$ cat config.mk
export PLATFORM = sky130hd
export DESIGN_NAME = instruction_rom_loader
export DESIGN_NICKNAME = d
export VERILOG_FILES = /design/src/rtl/instruction_rom_loader.sv
export SDC_FILE = /design/constraint.sdc
export NUM_CORES = 2
export LEC_CHECK = 0
export ABC_AREA = 0
export CAP_MARGIN = 30
export CELL_PAD_IN_SITES_DETAIL_PLACEMENT = 1
export CELL_PAD_IN_SITES_GLOBAL_PLACEMENT = 1
export CORE_MARGIN = 10
export CORE_UTILIZATION = 44
export CTS_CLUSTER_SIZE = 28
export DETAILED_ROUTE_END_ITERATION = 16
export DONT_BUFFER_PORTS = 1
export MAX_ROUTING_LAYER = met4
export PLACE_DENSITY = 0.61
export SLEW_MARGIN = 20
export SYNTH_ARGS = -nofsm -noshare
export SYNTH_HDL_FRONTEND = slang
export SYNTH_SLANG_ARGS = --single-unit
$ cat constraint.sdc
create_clock -name clock -period 6.6 [get_ports clock]
set_clock_uncertainty 0.05 [all_clocks]
set_input_delay 0.99 -clock clock [delete_from_list [all_inputs] [get_ports clock]]
set_output_delay 0.99 -clock clock [all_outputs]
set_load 0.03 [all_outputs]
$ cat src/rtl/instruction_rom_loader.sv
`timescale 1ns/1ps
// Instruction memory for the fetch stage. A program is streamed in through the
// load port while in LOAD mode. The block then switches to RUN and serves
// registered fetches with a one-cycle latency and a stall hold.
module instruction_rom_loader #(
  parameter int                    DATA_WIDTH = 32,
  parameter int                    DEPTH      = 110,
  parameter int                    ADDR_WIDTH = 20,
  parameter logic [DATA_WIDTH-1:0] NOP_WORD   = '0
) (
  input  logic                  clock,
  input  logic                  reset,
  input  logic                  load_valid,
  input  logic [DATA_WIDTH-1:0] load_data,
  input  logic                  load_last,
  output logic                  load_ready,
  input  logic                  reload,
  input  logic                  fetch_req,
  input  logic [ADDR_WIDTH-1:0] fetch_addr,
  input  logic                  stall,
  output logic                  fetch_ready,
  output logic [DATA_WIDTH-1:0] instruction,
  output logic                  instr_valid,
  output logic                  addr_fault,
  output logic                  running,
  output logic [ADDR_WIDTH-1:0] load_count
);

  localparam int                    IDX_W     = (DEPTH > 1) ? $clog2(DEPTH) : 1;
  localparam logic [ADDR_WIDTH-1:0] DEPTH_A   = ADDR_WIDTH'(DEPTH);
  localparam logic [ADDR_WIDTH-1:0] LAST_ADDR = ADDR_WIDTH'(DEPTH - 1);

  typedef enum logic {
    ST_LOAD,
    ST_RUN
  } state_t;

  state_t                  state;
  state_t                  state_next;
  logic [ADDR_WIDTH-1:0]   load_ptr;
  logic                    load_write;
  logic                    clear_load;
  logic                    fetch_accept;
  logic                    hold_resp;
  logic                    fetch_in_range;
  logic [DATA_WIDTH-1:0]   mem [DEPTH];

  // The write pointer and the word count always move together, so one
  // register serves both.
  assign load_count     = load_ptr;
  assign fetch_in_range = (fetch_addr < DEPTH_A);

  // Mode register.
  always_ff @(posedge clock or posedge reset) begin
    if (reset) state <= ST_LOAD;
    else       state <= state_next;
  end

  // Next-state and handshake decode; reload outranks any fetch activity.
  always_comb begin
    state_next   = state;
    load_ready   = 1'b0;
    fetch_ready  = 1'b0;
    running      = 1'b0;
    load_write   = 1'b0;
    clear_load   = 1'b0;
    fetch_accept = 1'b0;
    hold_resp    = 1'b0;
    case (state)
      ST_LOAD: begin
        load_ready = 1'b1;
        if (load_valid) begin
          load_write = 1'b1;
          if (load_last || (load_ptr == LAST_ADDR)) state_next = ST_RUN;
        end
      end
      ST_RUN: begin
        running = 1'b1;
        if (reload) begin
          state_next = ST_LOAD;
          clear_load = 1'b1;
        end else begin
          fetch_ready  = ~stall | ~instr_valid;
          fetch_accept = fetch_ready & fetch_req;
          hold_resp    = stall & instr_valid;
        end
      end
      default: state_next = ST_LOAD;
    endcase
  end

  // Load pointer: advances per accepted load word, restarts on reload.
  always_ff @(posedge clock or posedge reset) begin
    if (reset)           load_ptr <= '0;
    else if (clear_load) load_ptr <= '0;
    else if (load_write) load_ptr <= load_ptr + ADDR_WIDTH'(1);
  end

  // Program storage; deliberately not cleared by reset.
  always_ff @(posedge clock) begin
    if (load_write && (load_ptr < DEPTH_A)) mem[load_ptr[IDX_W-1:0]] <= load_data;
  end

  // Fetch response register: new word on accept, frozen while stalled, else invalid.
  always_ff @(posedge clock or posedge reset) begin
    if (reset) begin
      instruction <= '0;
      instr_valid <= 1'b0;
      addr_fault  <= 1'b0;
    end else if (fetch_accept) begin
      instr_valid <= 1'b1;
      if (fetch_in_range) begin
        instruction <= mem[fetch_addr[IDX_W-1:0]];
        addr_fault  <= 1'b0;
      end else begin
        instruction <= NOP_WORD;
        addr_fault  <= 1'b1;
      end
    end else if (!hold_resp) begin
      instr_valid <= 1'b0;
      addr_fault  <= 1'b0;
    end
  end

endmodule

### Word-level counts from Yosys, hierarchy flattened

Memories as Yosys holds them, arrays and structs flattened.
Cells that the tools add are included.
W data, S select, Z words.

* add/subtract/negate cells: 1
* $mul: 0
* div/mod/pow operators: 0
* order comparisons: 2
* equal/unequal tests: 2
* shift operators: 0
* mux-type cells: 25
* bitwise gates (word level): 6
* reduce and logical (&&, ||, !) cells: 3

Operators with widths (count)
* $lt A20 B7 Y1 const B: 2
* $mux W20: 2
* $mux W32: 1
* $mux W1: 21
* $add A20 B1 Y20 const B: 1
* $eq A20 B7 Y1 const B: 1
* $not A1 Y1: 3
* $and A1 B1 Y1: 2
* $ne A2 B2 Y1 const B: 1
* $pmux W1 S2: 1
* $reduce_bool A2 Y1: 1
* $logic_and A1 B1 Y1: 1
* $logic_or A1 B1 Y1: 1
* $or A1 B1 Y1: 1

* bits in registers: 55
* latch bits: 0
* memory bits (writable): 3520
* memory bits (read-only): 0
* output and inout port bits: 57
* memories: 1

Memory list
* mem: words 110, width 32, rd ports 1, clocked after memory_dff 0, write ports 1, RTL line 46 `logic [DATA_WIDTH-1:0] mem [DEPTH];`

### Logic depth before layout (Yosys ltp)

* depth after elaboration: 6
* depth in mapped cells: 13

### Worst setup path before layout

OpenSTA, ideal clock, no wires.

* path kind: input to register
* start: in load_valid
* end: mem mem[48][0] (enable)
* setup time: 0.503 ns
* data arrival time: 4.953 ns
* setup slack: 1.095 ns
* stages on the path: 4
* cell sequence: nand2b_1 a311oi_2 nand4_1 nor4_1

* cells in the longest elaborated chain, start to end: 5

Ends and longest elaborated chain
* start: declaration: RTL line 13 `input logic load_valid,`
* $mux W1: RTL line 72 `if (load_valid) begin`
* $mux W1: RTL line 69 `case (state)`
* $logic_and A1 B1 Y1: RTL line 101 `if (load_write && (load_ptr < DEPTH_A)) mem[load_ptr[IDX_W-1:0]] <= load_data;`
* $mux W1: RTL line 101
* $mux W1 (not written as such): RTL line 101
* end: declaration: RTL line 46

No other way between the ends.

### Worst setup path after layout

* start: in fetch_addr[0]
* end: reg instruction[25]

* cells in the longest elaborated chain, start to end: 2
* elaborated cells on any way between the ends: 3
* classes of those cells: order compare: 1; mux: 1; memory: 1

Ends and longest elaborated chain
* start: declaration: RTL line 19 `input logic [ADDR_WIDTH-1:0] fetch_addr,`
* $mem_v2 Z110 W32 / $lt A20 B7 Y1 (equally long branches)
* $mux W32 (*): RTL line 112 `if (fetch_in_range) begin`
* end signal: assignment: RTL line 113 `instruction <= mem[fetch_addr[IDX_W-1:0]];`
* end: declaration: RTL line 22 `output logic [DATA_WIDTH-1:0] instruction,`

Mark *: on every way between the ends. The rest lies on a longest branch, timed or not.
A chain may end at the register's enable or synchronous reset.

==> results by group <==
Critical path
  • Max FO, Critical Path: between 100 and 150
  • Crit Path Category: in -> reg
  • Setup crit start kind: primary input
  • R2R Path Start: load_count[15]
  • Worst r2r path cells: 8
  • Critical Path End Type: flop
  • End of the worst register-to-register path: mem[10][26]
  • Crit path required time: about 7400 ps
  • Worst reg-to-reg setup slack: around 2000 ps
  • Critical Path AT: roughly 6300 ps

Pwr
  • Peak VDD IR: ~0.00028 V
  • Net Sw Frac: 0.212
  • Logic gate share of total power: 0.045
  • Pint: about 38 mW
  • PwrDens: 308 nW/um^2
  • Flop pwr share: 0.524
  • Lkg Pwr: roughly 48 nW
  • Power, Total: roughly 48 mW
  • Share of power burned in the clock network: 0.431
  • Net Switching: 10.2 mW

STA
  • Setup violators final: 0
  • Fin. max-slew vios: 0
  • Final Hold Viols: 0
  • Slew of the pin with the lowest slew margin: approximately 1200 ps
  • Hold_ws: approximately 100 ps
  • Max Freq: 0.180 GHz
  • Final period util: 0.842
  • Slew HR: 0.208
  • Final worst path period need: between 5000 and 6000 ps
  • RSZ-0062 raised after global routing: no
  • Final setup margin: roughly 1000 ps

Place
  • Final GP Congestion: 0.801
  • Area post-placement: approximately 140000 um^2
  • Worst slack, placed: -29.8 ps
  • Hpwl dp: around 220000 um
  • PortBufs: 0

Route
  • Drt wl/cell: 38.8 um
  • WL final: 407000 um
  • # DRC: 0
  • DRT Pass-1 Iters: 6
  • Vias: between 60000 and 70000
  • DRT antenna net count: 0
  • DR iter-0 viols: just under 9000
  • Via density: ~6.3

Floorplanning
  • Chip width: around 580 um
  • Die ar.: about 330000 um^2
  • Die span in y: a little under 600 um
  • IO Count: about 120
  • Core area: 309000 um^2
  • FP Rows: between 200 and 250
  • Initial Util: 0.443

Logic synthesis
  • Post-synth EDFFs: ~3500
  • Share of flip-flops with an asynchronous set or reset: 0.0154
  • Avg Cell Area, Syn: 23.9 um^2
  • Synthesized-area fraction occupied by and/or/nand/nor cells: 0.0137
  • Largest family of logic cells by synthesized area: multiplexers
  • Adder-Cell Fraction of Synth Area: 0.000183
  • YS warnings: 0
  • Xor/xnor share of the synthesized area: 0.000384
  • Syn Nets: between 5000 and 6000
  • Biggest area consumer among synthesized cells: edfxtp_1
  • Synth Register Bits: roughly 3600
  • Ys flop type: edfxtp_1
  • Post-synth cell types: 65
  • Mux contribution to synthesized area: 0.179
  • Synth top area share: 0.772
  • Gate Count Post-Synth: around 5700
  • Complex-gate fraction of the synthesized area: 0.0120
  • Post-Syn Area: ~140000 um^2
  • Largest cells by area after synthesis: edfxtp_1 77%, mux4_2 17%, dfrtp_1 1.0%, mux2i_1 0.87%, nor2_1 0.42%
  • Post-synthesis sequential area ratio: 0.782

GRT
  • Initial antenna violation count: 24
  • Grt ovf: 0
  • Number of global-route vias before repair: 67400
  • First-pass GRT wire length: between 500000 and 600000 um
  • Gr usage total: 0.247
  • Pin count of the biggest net entering global routing: between 800 and 900

Min path
  • Min-delay worst type: in -> reg
  • WHS Endpoint: mem[63][12]
  • Hold path depth: 0
  • Hold_sp: load_data[12]

Run
  • Max cap viols: 0

Clock tree
  • CTS clock-pin slew for the worst setup and hold paths: around 60 ps
  • Clock tree buffer depth: 4
  • # Post-CTS Setup Buffers: 0
  • Cts hold-fix bufs: 1
  • Clock sinks: around 3600
  • TritonCTS clock tree: yes
  • Clock Latency Late Sink: 950 ps
  • CTS H-tree depth: 5
  • Num CTS Buffers: around 380
  • Root buf cell: clkbuf_16
  • # resized after CTS: 0

Cells and area
  • # nets final: 6099
  • Area Growth Syn to Fin: 13.8%
  • Cell area after layout: between 150000 and 200000 um^2
  • Layout cells sized above 1: 0.307

Run status
  • Status: complete, no violations
[final cells by class]
cell class	instances	area, um^2
Antenna cell	17	42.5
Clock buffer	458	9820
Clock inverter	230	2080
Fill cell	26600	153000
Inverter	8	41.3
Multi-Input combinational cell	1837	29000
Sequential cell	3575	107000
Tap cell	4120	5150
Timing Repair Buffer	240	2670
[Yosys cell counts, types with 4 or more instances]
| library cell | count |
|---|---|
| o22ai_1 | 15 |
| edfxtp_1 | 3520 |
| and2_1 | 6 |
| nor2_1 | 153 |
| o21ai_0 | 38 |
| a211oi_1 | 5 |
| a221o_1 | 8 |
| o221ai_1 | 9 |
| a31oi_1 | 8 |
| a222oi_1 | 8 |
| and3_1 | 10 |
| clkbuf_1 | 98 |
| o211ai_1 | 22 |
| nand2_1 | 123 |
| a311oi_1 | 4 |
| inv_1 | 7 |
| nand4_1 | 7 |
| a21oi_1 | 31 |
| or3_1 | 5 |
| o2111ai_1 | 7 |
| nor4_1 | 11 |
| buf_1 | 48 |
| nor2b_1 | 12 |
| buf_8 | 4 |
| o31ai_1 | 9 |
| nand3_1 | 70 |
| nand2b_1 | 5 |
| buf_6 | 35 |
| nor3_1 | 15 |
| dfrtp_1 | 55 |
| mux4_2 | 1015 |
| a22oi_1 | 12 |
| buf_2 | 91 |
| buf_4 | 38 |
| mux2i_1 | 119 |
| a221oi_1 | 29 |
| mux2_2 | 42 |
[worst max path at each step]
stage,from,to,cells past startpoint
after floorplan,load_valid,mem[48][0],4
after detailed placement,fetch_addr[0],instruction[25],11
after global placement,fetch_addr[0],instruction[25],10
final,fetch_addr[0],instruction[25],11
after global routing,fetch_addr[0],instruction[25],11
after CTS,fetch_addr[0],instruction[25],11
[critical path: stages]
cell and delay [ps]:
buf_16 300, buf_16 460, buf_16 530, buf_16 620, buf_16 510, buf_16 490, mux4_2 590, mux4_2 490
a221oi_1 300, buf_4 160, o41ai_1 60
[cell families (layout without fill, tap and decap cells)]
family                     after synthesis  count (layout)
AOI/OAI and AO/OA                      227             227
xor gates and xnor gates                 6               6
other                                    0              17
and+or+nand+nor                        426             426
muxes                                 1176            1176
adders and majority gates                2               2
DFF                                   3575            3575
buffers and inverters                  323             936
[metrics by stage]
stage,cells,util,TNS (ps)
after floorplan,5735,-,0
after global placement,9737,0.462,0
after detailed placement,9768,0.464,-29.8
after CTS,10500,0.503,0
after global routing,10500,0.504,0
final,10500,0.504,0
[routing by layer]
metal / up-vias / share of wire / global-route usage / wire length, um
met1: 36600 / 0.40 / 0.337 / 162000
met2: 3157 / 0.49 / 0.388 / 197000
met3: 584 / 0.086 / 0.0448 / 35000
li1: 25400 / - / - / -
met4: 0 / 0.031 / 0.0673 / 12600
met5: - / 0 / - / 0
[power by group through the flow]
| stage | logic [mW] | clock network, mW | registers, mW |
|---|---|---|---|
| 6_report | 2.16 | 20.7 | 25.2 |
| 3_5_place_dp | 2.05 | 0 | 25.6 |
| 5_1_grt | 2.24 | 21.9 | 25.2 |
| 3_3_place_gp | 2.02 | 0 | 25.6 |
| 2_1_floorplan | 1.35 | 0 | 25.6 |
| 4_1_cts | 2.06 | 21.0 | 25.2 |
[cell usage in the layout, fill, tap and decap left out, drive strengths merged, types with 17 or more instances in the layout]
cell type and count:
nand3 70, dfrtp 55, o21ai 38, clkbuf 458, nand2 123, edfxtp 3520
clkinv 175, diode 17, mux2 42, a221oi 29, inv 23, mux2i 119
buf 239, a21oi 31, o211ai 22, bufinv 33, nor2 153, mux4 1015
[registers in the layout, indices dropped and copies added, names as in the netlist]
signal       count
addr_fault       1
mem           3520
instruction     32
instr_valid      1
load_count      20
state            1
Power figures use the tool's default switching activity.
